`config.mk`:
```
export PLATFORM = sky130hd
export DESIGN_NAME = seg_scan_ctrl_flat
export DESIGN_NICKNAME = d
export VERILOG_FILES = /design/src/rtl/seg_scan_if.sv /design/src/rtl/seg_scan_ctrl.sv /design/src/flat_wrapper.sv
export SDC_FILE = /design/constraint.sdc
export NUM_CORES = 1
export LEC_CHECK = 0
export CAP_MARGIN = 20
export CORE_AREA = 2 2 64 66
export DETAILED_ROUTE_END_ITERATION = 8
export DIE_AREA = 0 0 66 68
export GPL_TIMING_DRIVEN = 0
export PLACE_DENSITY = 0.74
export REMOVE_ABC_BUFFERS = 1
export SLEW_MARGIN = 30
export SYNTH_ARGS = -nofsm -noshare
export SYNTH_HDL_FRONTEND = slang
export SYNTH_SLANG_ARGS = --single-unit
```
`constraint.sdc`:
```
create_clock -name i_clk -period 2.4 [get_ports i_clk]
set_input_delay 0.6 -clock i_clk [delete_from_list [all_inputs] [get_ports i_clk]]
set_output_delay 0.6 -clock i_clk [all_outputs]
set_load 0.05 [all_outputs]
```
`src/rtl/seg_scan_if.sv`:
```
// Bus between the scan controller, the digit pattern mux and the display pins.
// SEG_SCAN_BRIGHTNESS_EN adds the i_duty brightness input.
interface seg_scan_if;
    logic       i_en;
    logic [7:0] i_seg_q;
    logic [3:0] i_blank;
`ifdef SEG_SCAN_BRIGHTNESS_EN
    logic [3:0] i_duty;
`endif
    logic [1:0] o_sel;
    logic [7:0] o_seg_n;
    logic [3:0] o_an_n;
    logic       o_frame;

`ifdef SEG_SCAN_BRIGHTNESS_EN
    modport master (output i_en, i_seg_q, i_blank, i_duty,
                    input  o_sel, o_seg_n, o_an_n, o_frame);
    modport slave  (input  i_en, i_seg_q, i_blank, i_duty,
                    output o_sel, o_seg_n, o_an_n, o_frame);
`else
    modport master (output i_en, i_seg_q, i_blank,
                    input  o_sel, o_seg_n, o_an_n, o_frame);
    modport slave  (input  i_en, i_seg_q, i_blank,
                    output o_sel, o_seg_n, o_an_n, o_frame);
`endif
endinterface

```
`src/rtl/seg_scan_ctrl.sv`:
```
// Time-multiplexed 4-digit seven-segment scan controller with a blanking gap per slot.
// Optional SEG_SCAN_BRIGHTNESS_EN: per-frame PWM duty on the anodes.
module seg_scan_ctrl #(
    parameter int unsigned DWELL_CYCLES = 50000,
    parameter int unsigned BLANK_CYCLES = 500
) (
    input  logic      i_clk,
    input  logic      i_rst_n,
    seg_scan_if.slave bus
);

    localparam int unsigned CNT_W = $clog2(DWELL_CYCLES);
    localparam logic [CNT_W-1:0] LAST_CNT  = CNT_W'(DWELL_CYCLES - 1);
    localparam logic [CNT_W-1:0] BLANK_END = CNT_W'(BLANK_CYCLES - 1);

    typedef enum logic [1:0] {
        S_IDLE  = 2'd0,
        S_BLANK = 2'd1,
        S_SHOW  = 2'd2
    } state_e;

    state_e           state_q, state_d;
    logic [CNT_W-1:0] cnt_q, cnt_d;
    logic [1:0]       sel_q, sel_d;
    logic [7:0]       seg_q, seg_d;
    logic [3:0]       an_q, an_d;
    logic             frame_q, frame_d;
    logic             lit;
`ifdef SEG_SCAN_BRIGHTNESS_EN
    logic [3:0]       pwm_q, pwm_d;
    logic [3:0]       duty_q, duty_d;
`endif

    // State, counters and all display outputs
    always_ff @(posedge i_clk or negedge i_rst_n) begin
        if (!i_rst_n) begin
            state_q <= S_IDLE;
            cnt_q   <= '0;
            sel_q   <= 2'd0;
            seg_q   <= 8'hFF;
            an_q    <= 4'hF;
            frame_q <= 1'b0;
`ifdef SEG_SCAN_BRIGHTNESS_EN
            pwm_q   <= 4'd0;
            duty_q  <= 4'd0;
`endif
        end else begin
            state_q <= state_d;
            cnt_q   <= cnt_d;
            sel_q   <= sel_d;
            seg_q   <= seg_d;
            an_q    <= an_d;
            frame_q <= frame_d;
`ifdef SEG_SCAN_BRIGHTNESS_EN
            pwm_q   <= pwm_d;
            duty_q  <= duty_d;
`endif
        end
    end

    // Next state; outputs are computed for the state being entered so they land together
    always_comb begin
        state_d = state_q;
        cnt_d   = cnt_q;
        sel_d   = sel_q;
        seg_d   = 8'hFF;
        an_d    = 4'hF;
        frame_d = 1'b0;
        lit     = 1'b0;
`ifdef SEG_SCAN_BRIGHTNESS_EN
        pwm_d   = 4'd0;
        duty_d  = duty_q;
        if (frame_q) begin
            duty_d = bus.i_duty;
        end
`endif

        if (!bus.i_en) begin
            state_d = S_IDLE;
            cnt_d   = '0;
            sel_d   = 2'd0;
        end else begin
            case (state_q)
                S_IDLE: begin
                    state_d = S_BLANK;
                    cnt_d   = '0;
                    sel_d   = 2'd0;
`ifdef SEG_SCAN_BRIGHTNESS_EN
                    duty_d  = bus.i_duty;
`endif
                end
                S_BLANK: begin
                    cnt_d = cnt_q + CNT_W'(1);
                    if (cnt_q == BLANK_END) begin
                        state_d = S_SHOW;
                    end
                end
                S_SHOW: begin
                    if (cnt_q == LAST_CNT) begin
                        state_d = S_BLANK;
                        cnt_d   = '0;
                        sel_d   = sel_q + 2'd1;
                    end else begin
                        cnt_d = cnt_q + CNT_W'(1);
                    end
                end
                default: begin
                    state_d = S_IDLE;
                    cnt_d   = '0;
                    sel_d   = 2'd0;
                end
            endcase
        end

        if (state_d == S_SHOW) begin
            seg_d = ~bus.i_seg_q;
            lit   = !bus.i_blank[sel_d];
`ifdef SEG_SCAN_BRIGHTNESS_EN
            pwm_d = (state_q == S_SHOW) ? pwm_q + 4'd1 : 4'd0;
            lit   = lit && (pwm_d <= duty_q);
`endif
            if (lit) begin
                an_d = ~(4'b0001 << sel_d);
            end
            frame_d = (cnt_d == LAST_CNT) && (sel_d == 2'd3);
        end
    end

    assign bus.o_sel   = sel_q;
    assign bus.o_seg_n = seg_q;
    assign bus.o_an_n  = an_q;
    assign bus.o_frame = frame_q;

endmodule

```
`src/flat_wrapper.sv`:
```
// flat-port wrapper written by rule: the top's interface ports become plain ports
module seg_scan_ctrl_flat 
#(
    parameter int unsigned DWELL_CYCLES = 50000,
    parameter int unsigned BLANK_CYCLES = 500
)
  (i_clk, i_rst_n, bus_i_en, bus_i_seg_q, bus_i_blank, bus_o_sel, bus_o_seg_n, bus_o_an_n, bus_o_frame);
  seg_scan_if bus_i ();
  input  logic i_clk;
  input  logic i_rst_n;
  input wire logic [$bits(bus_i.i_en)-1:0] bus_i_en;
  input wire logic [$bits(bus_i.i_seg_q)-1:0] bus_i_seg_q;
  input wire logic [$bits(bus_i.i_blank)-1:0] bus_i_blank;
  output wire logic [$bits(bus_i.o_sel)-1:0] bus_o_sel;
  output wire logic [$bits(bus_i.o_seg_n)-1:0] bus_o_seg_n;
  output wire logic [$bits(bus_i.o_an_n)-1:0] bus_o_an_n;
  output wire logic [$bits(bus_i.o_frame)-1:0] bus_o_frame;
  assign bus_i.i_en = bus_i_en;
  assign bus_i.i_seg_q = bus_i_seg_q;
  assign bus_i.i_blank = bus_i_blank;
  assign bus_o_sel = bus_i.o_sel;
  assign bus_o_seg_n = bus_i.o_seg_n;
  assign bus_o_an_n = bus_i.o_an_n;
  assign bus_o_frame = bus_i.o_frame;
  seg_scan_ctrl #(.DWELL_CYCLES(DWELL_CYCLES), .BLANK_CYCLES(BLANK_CYCLES)) u_core (.i_clk(i_clk), .i_rst_n(i_rst_n), .bus(bus_i));
endmodule
```
======== Word-level counts from Yosys, hierarchy flattened ========
Cells that the tools add are included.
storage, ports and cells
  memory bits (read-only) ................. 0
  register bits ........................... 33
  word-level logic and storage cells ...... 37
  bits in writable memories ............... 0
  memories ................................ 0
  bits in latches ......................... 0
operators by class
  bitwise logic cells ..................... 2
  shifts and indexed selects .............. 1
  reductions and logical operators ........ 2
  div/mod/pow operators ................... 0
  muxes and demuxes ....................... 16
  $mul .................................... 0
  magnitude comparators ................... 1
  eq/ne operators ......................... 7
  $add $sub $neg .......................... 2
operators by type and width
  kind                                                                    number
  16-bit equality test, second input constant                             2
  16-bit 2-to-1 mux                                                       2
  16-bit one-hot mux with 2 select lines                                  1
  16-bit by 1-bit adder with 16-bit output, second input constant         1
  16-bit by 9-bit equality test with 1-bit output, second input constant  1
  2-bit 2-to-1 mux                                                        5
  4-bit 2-to-1 mux                                                        2
  8-bit 2-to-1 mux                                                        1
  8-bit NOT                                                               1
  2-bit equality test, second input constant                              3
  2-bit one-hot mux with 3 select lines                                   1
  4-bit NOT                                                               1
  2-bit one-hot mux with 2 select lines                                   1
  1-bit by 2-bit left shift with 4-bit output, first input constant       1
  2-bit by 3-bit < comparator with 1-bit output, second input constant    1
  2-bit by 1-bit adder with 2-bit output, second input constant           1
  1-bit binary-select mux with 2-bit select                               1
  2-bit by 1-bit equality test with 1-bit output, second input constant   1
  2-bit zero test                                                         1
  1-bit 2-to-1 mux                                                        2
  1-bit logical AND                                                       1

======== Longest topological paths before layout ========
  depth in word-level cells ............... 8
  depth in mapped cells ................... 8

======== Worst setup path after synthesis ========
OpenSTA, ideal clock, no wires.
  path kind ............................... flip-flop to flip-flop
  start ................................... register u_core.cnt_q[9]
  end ..................................... register u_core.an_q[3], in the netlist u_core.bus.o_an_n[3]
  arrival time ............................ 2.253 ns
  required time ........................... 2.312 ns
  period minus slack after synthesis ...... 2.341 ns
  stages on the path, launching flop included .. 7
  slack ................................... 0.059 ns
  cells stage by stage .................... dfrtp_1 > buf_6 > or4b_1 > or4_4 > a221oi_4 > o211ai_2 > or3_1
between the ends
  word-level cells in the longest chain between the ends .. 8
  elaborated cells between the ends (all ways) .. 16
  classes of those cells .................. eq/ne (3); shift (1); mux (11); bitwise (1)
ends and longest elaborated chain
  element                                                                                                          RTL line                                    RTL
  start: declaration                                                                                               seg_scan_ctrl.sv:23                         logic [CNT_W-1:0] cnt_q, cnt_d;
  start signal: assignment                                                                                         seg_scan_ctrl.sv:49                         cnt_q <= cnt_d;
  16-bit equality test                                                                                             seg_scan_ctrl.sv:99                         if (cnt_q == LAST_CNT) begin
  2-bit 2-to-1 mux                                                                                                 seg_scan_ctrl.sv:99
  2-bit one-hot mux with 2 select lines                                                                            seg_scan_ctrl.sv:83                         case (state_q)
  2-bit 2-to-1 mux                                                                                                 seg_scan_ctrl.sv:78                         if (!bus.i_en) begin
  1-bit binary-select mux with 2-bit select / 1-bit by 2-bit left shift with 4-bit output (equally long branches)  seg_scan_ctrl.sv:117, seg_scan_ctrl.sv:123
  1-bit 2-to-1 mux (implied by the code) / 4-bit NOT (equally long branches)                                       seg_scan_ctrl.sv:117, seg_scan_ctrl.sv:123
  4-bit 2-to-1 mux                                                                                                 seg_scan_ctrl.sv:122                        if (lit) begin
  4-bit 2-to-1 mux *                                                                                               seg_scan_ctrl.sv:115                        if (state_d == S_SHOW) begin
  named net u_core.an_d[3]                                                                                         seg_scan_ctrl.sv:26                         logic [3:0] an_q, an_d;
  end signal: assignment                                                                                           seg_scan_ctrl.sv:52                         an_q <= an_d;
  end: declaration                                                                                                 seg_scan_ctrl.sv:26
Mark *: on every way through the listed nets, which the timed path passes. The rest lies on a longest branch. The select of a mux whose other input is x is not followed.

======== Worst setup path after layout ========
  start ................................... register u_core.cnt_q[1]
  end ..................................... register u_core.frame_q, in the netlist u_core.bus.o_frame
between the ends
  word-level cells in the longest chain between the ends .. 7
  elaborated cells between the ends (all ways) .. 18
  classes of those cells .................. add/sub (1); eq/ne (5); mux (11); reduce/logical (1)
ends and longest elaborated chain
  element                                                                                                 RTL line                                                        RTL
  16-bit by 1-bit adder with 16-bit output / 16-bit equality test (equally long branches)                 seg_scan_ctrl.sv:93, seg_scan_ctrl.sv:104, seg_scan_ctrl.sv:99
  16-bit 2-to-1 mux / 2-bit 2-to-1 mux (equally long branches)                                            seg_scan_ctrl.sv:99
  16-bit one-hot mux with 2 select lines / 2-bit one-hot mux with 2 select lines (equally long branches)  seg_scan_ctrl.sv:83
  16-bit 2-to-1 mux / 2-bit 2-to-1 mux (equally long branches)                                            seg_scan_ctrl.sv:78
  16-bit equality test / 2-bit equality test (equally long branches)                                      seg_scan_ctrl.sv:125                                            frame_d = (cnt_d == LAST_CNT) && (sel_d == 2'd3);
  1-bit logical AND                                                                                       seg_scan_ctrl.sv:125
  1-bit 2-to-1 mux *                                                                                      seg_scan_ctrl.sv:115
  named net u_core.frame_d                                                                                seg_scan_ctrl.sv:27                                             logic frame_q, frame_d;
  end signal: assignment                                                                                  seg_scan_ctrl.sv:53                                             frame_q <= frame_d;
  end: declaration                                                                                        seg_scan_ctrl.sv:27
Mark *: on every way through the listed nets, which the timed path passes. The rest lies on a longest branch.

==> qor.log <==
qor: timing.grt_setup_unrepaired true
qor: global_routing.first_global_vias 1302
qor: flow_run.maxCapViolations 0
qor: timing.final_setup_violating_endpoints 0
qor: status.status finished clean
qor: critical_path.critical_path.startpoint_type register
qor: critical_path.timing.critical_path.required 2570 ps
qor: pwr.power_density_normalized_to_cell_area 461 nW/um^2
qor: critical_path.cpPeakStageDelay 460 ps
qor: clocking.cts.root.buffer_cell sky130_fd_sc_hd__clkbuf_8
qor: finish.fillCellCount 353
qor: critical_path.path_max_fanout 4
qor: synth.synth.top_cell.area_share 0.305
qor: timing.hold_violations 0
qor: place.routability_cong 0.780
qor: critical_path.r2r-end u_core.bus.o_frame
qor: global_routing.track_usage 0.179
qor: global_routing.number_of_antenna_violations_at_the_first_check_in_global_routing 0
qor: global_routing.grt_max_degree 22
qor: floorplanning.dieWidth 66 um
qor: clocking.cts_sinks 33
qor: synth.async_flop_share 1.00
qor: floorplanning.die_h 68 um
qor: synth.postSynthCellCount 169
qor: synth.post_synth.cell_area_avg 10.2 um^2
qor: timing.period_share 0.991
qor: synth.dominantRegCellSynth sky130_fd_sc_hd__dfrtp_1
qor: place.hpwlAfterDp 2450 um
qor: synth.synth_area_leader_cell sky130_fd_sc_hd__dfrtp_1
qor: clocking.clk_path_buf_depth 2
qor: clocking.cts_htree_levels 2
qor: pwr.total_power 0.00104 W
qor: critical_path.cp_cell_sequence ha_4, or4b_1, or4_4, a221oi_4, o211ai_2, a2111oi_2
qor: global_routing.grt_pass1_wl 5940 um
qor: synth.synth_seq_cells 33
qor: critical_path.setup.reg_to_reg.worst_slack 20 ps
qor: detailed_routing.route.final.wire_length 3540 um
qor: place.dpl_cell_area 2060 um^2
qor: finish.final_design_area_no_fill 2240 um^2
qor: floorplanning.initial_core_util 0.447
qor: global_routing.grt_overflow 0
qor: timing.fin_skew 4.55 ps
qor: critical_path.critical_path.endpoint_type register
qor: clocking.tritoncts_clock_tree yes
qor: clocking.clkTransAtPathRegs 70 ps
qor: detailed_routing.dr.pass1.iters 4
qor: critical_path.rr_startpoint u_core.cnt_q[1]
qor: detailed_routing.wl_per_cell 13.7 um
qor: synth.synth.top_cells.by_area sky130_fd_sc_hd__dfrtp_1 (30%), sky130_fd_sc_hd__dfstp_2 (18%), sky130_fd_sc_hd__nor2_1 (4.8%), sky130_fd_sc_hd__nand2_1 (3.9%), sky130_fd_sc_hd__ha_1 (3.6%)
qor: pwr.ir_drop 0.307 mV
qor: finish.syn_to_final_growth 30.1%
qor: detailed_routing.via_per_inst 5.28
qor: floorplanning.die-area 4490 um^2
qor: place.post-place-ws -126 ps
qor: critical_path.cp-startpoint u_core.cnt_q[1]
qor: synth.synth_seq_area_share 0.488
qor: place.place.port_buffers 29
qor: finish.layout.nets 228
qor: synth.yosysUniqueCellTypes 46
qor: pwr.leakagePower 0.836 nW
qor: floorplanning.core_area 3860 um^2
qor: timing.final_slew_violations 0
qor: timing.timing.max_slew.rel_slack 0.564
qor: detailed_routing.route.antenna.remaining_nets 0
qor: detailed_routing.post_route_drc 0
qor: clocking.cts_buf_count 5
qor: clocking.clock_insertion_delay_worst_skew 290 ps
qor: finish.n_antenna_cell 0
qor: critical_path.critical_path_class register to register
qor: synth.yosys_warnings 0
qor: critical_path.reg2reg_depth 6
qor: finish.commonest_cells_after_routing_fill_and_taps_aside sky130_fd_sc_hd__clkdlybuf4s50_1 (28), sky130_fd_sc_hd__nor2_1 (22), sky130_fd_sc_hd__nand2_1 (18), sky130_fd_sc_hd__dfrtp_1 (17), sky130_fd_sc_hd__dfstp_2 (12)
qor: timing.least_margin_pin_slew 645 ps
qor: finish.drive_gt1_frac 0.234
qor: floorplanning.io_pins 30
qor: timing.post-route-worst-setup-slack 21.6 ps
qor: timing.maxClockFrequency 420 MHz
qor: critical_path.cell_with_the_largest_stage_delay_on_the_worst_path sky130_fd_sc_hd__or4_4
qor: finish.final_common_cell sky130_fd_sc_hd__clkdlybuf4s50_1
qor: min_path.hp-class input pin to async pin
qor: timing.timing.final.crit_period 2380 ps
qor: detailed_routing.vias 1368
qor: timing.final.setup.tns 0 ps
qor: synth.synth.cell_area 1720 um^2
qor: floorplanning.placement_rows 23
qor: synth.synth_edf_count 0
qor: detailed_routing.drt_iter0_markers 62
qor: clocking.hold_buffers 0
qor: critical_path.timing.critical_path.arrival 2550 ps
flip-flops by register name, summed over array words and instances (netlist names):
| register | flops |
|---|---|
| u_core.state_q | 2 |
| u_core.bus.o_seg_n | 8 |
| u_core.bus.o_frame | 1 |
| u_core.bus.o_sel | 2 |
| u_core.bus.o_an_n | 4 |
| u_core.cnt_q | 16 |
layout make-up:
| cell class | count | area, um^2 | share of cell area |
|---|---|---|---|
| multi-input cells | 124 | 853 | 0.380 |
| clock inverters | 3 | 17.5 | 0.00781 |
| well taps | 50 | 62.6 | 0.0279 |
| clock buffers | 5 | 68.8 | 0.0307 |
| inverters | 6 | 22.5 | 0.0100 |
| repair buffers | 38 | 373 | 0.166 |
| flip-flops and latches | 33 | 846 | 0.377 |
logic make-up (layout without fill, tap and decap cells):
logic type      after synthesis  after routing  share of synthesized area
xor+xnor                     12             12                     0.0610
flops                        33             33                      0.488
fa+ha+maj                     5              5                     0.0363
compound gates               20             20                     0.0987
simple gates                 85             85                      0.271
mux                           2              2                     0.0116
buf+inv                      12             52                     0.0341
what timing repair did:
action                                  4_1_cts  5_1_grt
resized for setup                             9        1
pin swaps                                     4        1
cloned                                        0        0
endpoints found under the setup margin       13       13
setup buffers                                 4        4
where the power goes:
group          internal, W  switching (W)
sequential        0.000559     0.00000239
clock             0.000200       0.000206
combinational    0.0000366      0.0000316
total             0.000795       0.000240
synthesized netlist by cell type, types with 3 or more instances:
master and n:
sky130_fd_sc_hd__a21oi_1 4, sky130_fd_sc_hd__and4_1 3, sky130_fd_sc_hd__dfrtp_1 21, sky130_fd_sc_hd__dfstp_2 12, sky130_fd_sc_hd__ha_1 5, sky130_fd_sc_hd__inv_1 6, sky130_fd_sc_hd__nand2_1 18, sky130_fd_sc_hd__nand3_1 7
sky130_fd_sc_hd__nand4_1 4, sky130_fd_sc_hd__nand4b_1 3, sky130_fd_sc_hd__nor2_1 22, sky130_fd_sc_hd__nor3_1 4, sky130_fd_sc_hd__o21ai_0 4, sky130_fd_sc_hd__o41ai_1 3, sky130_fd_sc_hd__or3_1 4, sky130_fd_sc_hd__xnor2_1 6
sky130_fd_sc_hd__xor2_1 6
metal layers:
layer | part of all wire | global-route usage | up-vias
met4 | 0.015 | 0.0689 | 0
li1 | - | - | 679
met3 | 0.053 | 0.0543 | 6
met2 | 0.49 | 0.306 | 30
met5 | 0 | 0 | -
met1 | 0.44 | 0.215 | 653
stage by stage:
stage,util,instances,hold WS (ps)
after floorplan,-,163,304
after global placement,0.529,242,490
after detailed placement,0.535,243,503
after CTS,0.572,255,219
after global routing,0.582,259,226
final,0.582,259,219
worst max-delay path: cells and delay by family, from the launching register on:
kind | cells | cell delay [ps]
and+or+nand+nor | 2 | 890
adders and majority gates | 1 | 160
AOI/OAI and AO/OA | 3 | 810
DFF | 1 | 410
worst max path at each step:
stage | slack [ps] | cells past startpoint | endpoint
floorplan | 90 | 6 | u_core.bus.o_an_n[3]
global placement | -120 | 5 | u_core.bus.o_frame
detailed placement | -130 | 6 | u_core.bus.o_frame
CTS | -3 | 5 | u_core.bus.o_frame
global route | -100 | 6 | u_core.bus.o_frame
finish | 20 | 6 | u_core.bus.o_frame
(Power assumes the default switching activity.)
